`src/rtl/serial_pkg.sv`:
```
// Types and constants shared by the serial frame sender and its receiving controller.
package serial_pkg;

  typedef enum logic [2:0] {
    StIdle,
    StPre,
    StLen,
    StPay,
    StGap
  } state_e;

  localparam int unsigned   PreambleW       = 4;
  localparam logic [3:0]    PreambleDefault = 4'b1101;

endpackage

```
`src/rtl/down_counter.sv`:
```
// Loadable down counter that saturates at zero; load has priority over decrement.
module down_counter #(
  parameter int unsigned W = 4
) (
  input  logic         clk,
  input  logic         rst,
  input  logic         load,
  input  logic [W-1:0] load_val,
  input  logic         dec,
  output logic [W-1:0] count,
  output logic         zero
);

  logic [W-1:0] count_q;

  always_ff @(posedge clk) begin
    if (rst) begin
      count_q <= '0;
    end else if (load) begin
      count_q <= load_val;
    end else if (dec && (count_q != '0)) begin
      count_q <= count_q - W'(1);
    end
  end

  assign count = count_q;
  assign zero  = (count_q == '0);

endmodule

```
`src/rtl/serial_frame_sender.sv`:
```
// Serialises preamble, length field and payload MSB first, one bit per cycle,
// followed by a one-cycle done gap.
module serial_frame_sender
  import serial_pkg::*;
#(
  parameter int unsigned          DATA_W   = 16,
  parameter int unsigned          LEN_W    = 4,
  parameter logic [PreambleW-1:0] PREAMBLE = PreambleDefault
) (
  input  logic              clk,
  input  logic              rst,
  input  logic              start,
  input  logic [DATA_W-1:0] data_in,
  input  logic [LEN_W-1:0]  len_in,
  output logic              ready,
  output logic              ser_out,
  output logic              ser_valid,
  output logic              done
);

  localparam int unsigned PreIdxW = $clog2(PreambleW);
  localparam int unsigned LenIdxW = (LEN_W > 1) ? $clog2(LEN_W) : 1;

  state_e             state_q, state_d;
  logic [DATA_W-1:0]  data_q;
  logic [LEN_W-1:0]   len_q;

  logic               cnt_load, cnt_dec, cnt_zero;
  logic [LEN_W-1:0]   cnt_load_val, cnt, bit_idx;

  logic               ser_out_d, ser_valid_d, done_d;
  logic               ser_out_q, ser_valid_q, done_q;

  down_counter #(
    .W (LEN_W)
  ) u_bit_cnt (
    .clk      (clk),
    .rst      (rst),
    .load     (cnt_load),
    .load_val (cnt_load_val),
    .dec      (cnt_dec),
    .count    (cnt),
    .zero     (cnt_zero)
  );

  always_ff @(posedge clk) begin
    if (rst) begin
      state_q     <= StIdle;
      data_q      <= '0;
      len_q       <= '0;
      ser_out_q   <= 1'b0;
      ser_valid_q <= 1'b0;
      done_q      <= 1'b0;
    end else begin
      state_q     <= state_d;
      if (state_q == StIdle && start) begin
        data_q <= data_in;
        len_q  <= len_in;
      end
      ser_out_q   <= ser_out_d;
      ser_valid_q <= ser_valid_d;
      done_q      <= done_d;
    end
  end

  // Every state change reloads the counter; otherwise it counts down the current field.
  always_comb begin
    state_d      = state_q;
    cnt_load     = 1'b0;
    cnt_load_val = '0;
    cnt_dec      = 1'b0;
    unique case (state_q)
      StIdle: begin
        if (start) begin
          state_d      = StPre;
          cnt_load     = 1'b1;
          cnt_load_val = LEN_W'(PreambleW - 1);
        end
      end
      StPre: begin
        if (cnt_zero) begin
          state_d      = StLen;
          cnt_load     = 1'b1;
          cnt_load_val = LEN_W'(LEN_W - 1);
        end else begin
          cnt_dec = 1'b1;
        end
      end
      StLen: begin
        if (cnt_zero) begin
          state_d      = StPay;
          cnt_load     = 1'b1;
          cnt_load_val = len_q;
        end else begin
          cnt_dec = 1'b1;
        end
      end
      StPay: begin
        if (cnt_zero) begin
          state_d  = StGap;
          cnt_load = 1'b1;
        end else begin
          cnt_dec = 1'b1;
        end
      end
      StGap: begin
        state_d  = StIdle;
        cnt_load = 1'b1;
      end
      default: state_d = StIdle;
    endcase
  end

  // Outputs are registered, so they are decoded from the state and bit index of the next cycle.
  always_comb begin
    bit_idx     = cnt_load ? cnt_load_val : cnt - LEN_W'(1);
    ser_out_d   = 1'b0;
    ser_valid_d = 1'b0;
    done_d      = 1'b0;
    case (state_d)
      StPre: begin
        ser_valid_d = 1'b1;
        ser_out_d   = PREAMBLE[bit_idx[PreIdxW-1:0]];
      end
      StLen: begin
        ser_valid_d = 1'b1;
        ser_out_d   = len_q[bit_idx[LenIdxW-1:0]];
      end
      StPay: begin
        ser_valid_d = 1'b1;
        ser_out_d   = data_q[bit_idx];
      end
      StGap:   done_d = 1'b1;
      default: ;
    endcase
  end

  assign ready     = (state_q == StIdle);
  assign ser_out   = ser_out_q;
  assign ser_valid = ser_valid_q;
  assign done      = done_q;

endmodule

```
`config.mk`:
```
export PLATFORM = sky130hd
export DESIGN_NAME = serial_frame_sender
export DESIGN_NICKNAME = d
export VERILOG_FILES = /design/src/rtl/serial_pkg.sv /design/src/rtl/down_counter.sv /design/src/rtl/serial_frame_sender.sv
export SDC_FILE = /design/constraint.sdc
export NUM_CORES = 1
export LEC_CHECK = 0
export ABC_CLOCK_PERIOD_IN_PS = 3840
export CORE_ASPECT_RATIO = 1.2
export CORE_MARGIN = 8
export CORE_UTILIZATION = 25
export DETAILED_ROUTE_END_ITERATION = 12
export PLACE_DENSITY_LB_ADDON = 0.08
export SLEW_MARGIN = 0
export SYNTH_ARGS = -nofsm -noshare
export SYNTH_HDL_FRONTEND = slang
export SYNTH_SLANG_ARGS = --single-unit
```
`constraint.sdc`:
```
create_clock -name clk -period 3.84 [get_ports clk]
set_input_delay 1.152 -clock clk [delete_from_list [all_inputs] [get_ports clk]]
set_output_delay 1.152 -clock clk [all_outputs]
set_load 0.05 [all_outputs]
```
# Yosys cells after proc, flatten, opt, wreduce, memory -nomap -nowiden
# Index checks and enable logic that the tools add are counted.
[word_totals]
ff_bits = 30
inputBits = 23
out_inout_bits = 4
wordCells = 52
[classes]
n_addsub = 1
magnitude_cmp = 2
n_eq_ne = 8
mux = 26
n_reduce_logical = 8
[op_table]
columns = ["operator", "n"]
rows = [
  ["4-bit two-way mux", 4],
  ["3-bit by 2-bit == test with 1-bit output, second input constant", 4],
  ["3-bit two-way mux", 4],
  ["3-bit case mux with 4 select lines", 1],
  ["4-bit case mux with 3 select lines", 1],
  ["1-bit two-way mux", 9],
  ["3-bit by 1-bit == test with 1-bit output, second input constant", 2],
  ["3-bit == test, second input constant", 2],
  ["1-bit case mux with 3 select lines", 2],
  ["3-bit OR reduction", 2],
  ["4-bit by 5-bit less-than comparator with 1-bit output, second input constant", 1],
  ["1-bit binary-select mux with 2-bit select", 2],
  ["1-bit binary-select mux with 4-bit select", 1],
  ["4-bit zero test", 1],
  ["2-bit two-way mux", 2],
  ["4-bit nonzero test", 1],
  ["4-bit by 1-bit subtractor with 4-bit output, second input constant", 1],
  ["3-bit zero test", 1],
  ["2-bit by 3-bit less-than comparator with 1-bit output, second input constant", 1],
  ["1-bit logical AND", 2],
  ["2-bit nonzero test", 1],
]

# Depth between registers and ports, before layout
[depth]
word_depth = 7
ltp_mapped = 10
depth_no_buf = 9

# Hierarchy
# From an unflattened synthesis, not the netlist that was laid out.
[hier_totals]
hier_cells = 195
area_unflattened_um2 = 1662.8
[by_module_without_submodules]
columns = ["mod", "n_inst", "cells_each", "area_per_inst_um2", "seq_area_each_um2"]
rows = [
  ["serial_frame_sender", 1, 166, 1400.1, 520.5],
  ["down_counter", 1, 29, 262.8, 80.1],
]

# Least setup slack after synthesis
# Ideal clock, no wire load.
[synth_path]
kind = "register -> output"
startpoint = "register state_q[1]"
endpoint = "output ready"
arrival_time_ns = 1.720
t_required_ns = 2.688
path_slack_ns = 0.968
path_stages_with_launch = 3
n_path_buf = 1
cell_sequence = "dfxtp_1 -> buf_1 -> nor3_1"
[synth_between]
elab_chain_len = 1
[synth_lines]
columns = ["item", "line_no", "text"]
rows = [
  ["start, declared", "serial_frame_sender.sv:24", "state_e state_q, state_d;"],
  ["start signal, assigned", "serial_frame_sender.sv:48", "state_q <= StIdle;"],
  ["start signal, assigned", "serial_frame_sender.sv:55", "state_q <= state_d;"],
  ["3-bit zero test", "serial_frame_sender.sv:138", "assign ready = (state_q == StIdle);"],
  ["end, declared", "serial_frame_sender.sv:15", "output logic ready,"],
]
# No other way between the ends.

# Final worst setup path
[layout_path]
startpoint = "register state_q[0]"
endpoint = "output ready"
# Same word-level chain as after synthesis.

==> key figures <==
Drt
  • Iter 0 DRT Violations: 29
  • Via count: 1348
  • DR pass1 iterations: 3
  • WL per Instance: 13.1 µm
  • Final wirelength: 3850 µm
  • Drt via density: 4.60
  • DRT antenna net count: 0
  • Number of remaining DRC errors: 0

Clocking
  • Clock-pin transition on the worst setup and hold timing paths: 60 ps
  • H-Tree Depth: 2
  • CTS tree: built
  • CTS Root Cell: clkbuf_8
  • Worst-Skew Late Latency: 270 ps
  • Post-CTS Setup Bufs: 0
  • Hold Buf Count CTS: 0
  • Num CTS Buffers: 5
  • Post_cts resized: 0
  • Total clock sinks: 30
  • CTS Buffer Depth: 2

Job
  • # Max-Cap Violations: 0

Synth
  • Yosys reg bits: 30
  • Cell count after synthesis: 189
  • Top cells by area, synth: dfxtp_1, nand2_1, mux2i_1
  • Synth Flop Type: dfxtp_1
  • FFs w/ async S/R, synth: 0
  • EDFF count, synth: 0
  • Syn nets: 213
  • Synthesized area: 1540 µm²
  • Synth area leader: dfxtp_1
  • Syn_area_per_cell: 8.13 µm²
  • Sequential share of the synthesized area: 0.391
  • Synth cell types: 37
  • Yosys warnings: 0
  • Share of the synthesized area in the top cell type: 0.391

Critical path
  • WP data arrival: 2030 ps
  • Req. time, crit path: 2690 ps
  • Crit Path Class: register to output port
  • Crit end category: output port
  • Startpoint types: register
  • Critical Path Fanout Max: 15
  • FF-to-FF setup slack: 1190 ps

Global routing
  • Total track usage: 0.0938
  • First-pass GRT wire length: 6510 µm
  • Grt total ovfl: 0
  • Vias in the first global route: 1390
  • Antenna violations before repair: 0
  • Largest net degree at the start of global routing: 30

Power and ir drop
  • VDD IR max: 0.000177 V
  • Pwr Total: 1.31 mW
  • PD cells: 676 nW/µm²
  • P_leak: 0.677 nW

STA
  • Final period demand of the worst path: 3180 ps
  • Slew Viols, Final: 0
  • Hold Fails Final Rpt: 0
  • Fmax: 0.314 GHz
  • Tightest Pin Transition: 753 ps
  • Part of the cycle the worst path needs: 0.829
  • Worst Clk Skew: 5.92 ps
  • Setup violators final: 0
  • RSZ-0062 raised after global routing: no
  • Slew HR: 0.498
  • Setup tns final: 0 ps

Die
  • Die X: 87.6 µm
  • Initial core utilization: 0.257
  • Row cnt: 31
  • Die Span Y: 102 µm
  • Total core area: 5970 µm²
  • DIE AREA: 8920 µm²
  • IO Pins: 27

Layout
  • Most common cell after layout, fill and taps aside: nand2_1
  • Diodes inserted: 0
  • Layout net count: 235
  • Commonest non-fill, non-tap cells in the layout: nand2_1, dfxtp_1, clkdlybuf4s50_1
  • Register area: 601 µm²
  • Fill cells: 673
  • Share of cells above drive strength 1: 0.0711
  • Area of the multi-input gates: 862 µm²
  • Area delta synth->final: 26.2%

Place
  • Port bufs: 26
  • Detailed placer's ending HPWL: 2910 µm
  • GPL Wtd Cong: 0.790

Outcome
  • Status: finished, final reports clean

Min path
  • HP Class: register to register
-- layer usage --
metal	global-route usage	vias up	wire length, µm
met5	0	-	0
met4	0.0438	0	83
met3	0.0322	8	182
met2	0.166	23	1940
met1	0.0969	625	1640
li1	-	692	-
-- where the power goes --
part / switching (mW) / total [mW] / internal (mW)
Clock: 0.105 / 0.229 / 0.124
Sequential: 0.0666 / 0.436 / 0.369
Combinational: 0.360 / 0.646 / 0.286
Total: 0.531 / 1.31 / 0.780
-- critical path: stages (launching register included) --
cell and delay [ps]:
dfxtp_1 460, nor3_1 410, clkdlybuf4s50_1 890
-- final cells by class --
class / count / share of cell area
Tap cell: 82 / 0.0529
Sequential cell: 30 / 0.310
Clock buffer: 7 / 0.0394
Multi-Input combinational cell: 140 / 0.445
Inverter: 6 / 0.0116
Timing Repair Buffer: 28 / 0.142
-- state kept, by name, indices dropped and copies added (netlist names) --
name / count
data_q: 16
len_q: 4
u_bit_cnt.count: 4
state_q: 3
done: 1
ser_out: 1
ser_valid: 1
-- final timing paths --
kind,cells after the start,start,endpoint
setup / recovery,2,state_q[0]$_SDFF_PP0_,ready
hold / removal,2,data_q[11]$_SDFFE_PP0P_,data_q[11]$_SDFFE_PP0P_
setup reg to reg,9,u_bit_cnt.count[0]$_SDFFE_PP0P_,ser_out$_SDFF_PP0_
hold reg to reg,2,data_q[11]$_SDFFE_PP0P_,data_q[11]$_SDFFE_PP0P_
-- stage by stage --
step	area (µm²)	setup WS (ps)	instances	hold slack, ps	utilization
2_1_floorplan	1540	968	189	436	-
3_3_place_gp	1860	481	286	450	0.312
3_5_place_dp	1860	390	286	451	0.312
4_1_cts	1940	679	293	459	0.325
5_1_grt	1940	537	293	480	0.325
6_report	1940	657	293	454	0.325
-- cells in the mapped netlist, drive strengths merged, types with 2 or more instances --
cell type / number
a211oi: 3
a21oi: 23
a31oi: 3
buf: 4
clkbuf: 9
dfxtp: 30
inv: 6
mux2i: 16
nand2: 44
nand2b: 3
nor2: 12
nor3: 5
nor3b: 4
o21ai: 2
o32ai: 3
xnor2: 4
-- logic make-up (layout without fill, tap and decap cells) --
family | Yosys count | after routing | share of synthesized area
AND/OR/NAND/NOR | 77 | 77 | 0.235
AO/OA/AOI/OAI | 42 | 42 | 0.191
flip-flops | 30 | 30 | 0.391
buffers and inverters | 19 | 41 | 0.0480
multiplexers | 16 | 16 | 0.104
XOR/XNOR | 4 | 4 | 0.0228
adder cells (fa/ha/maj) | 1 | 1 | 0.00814
No activity file was read; power rests on OpenSTA's default activity.
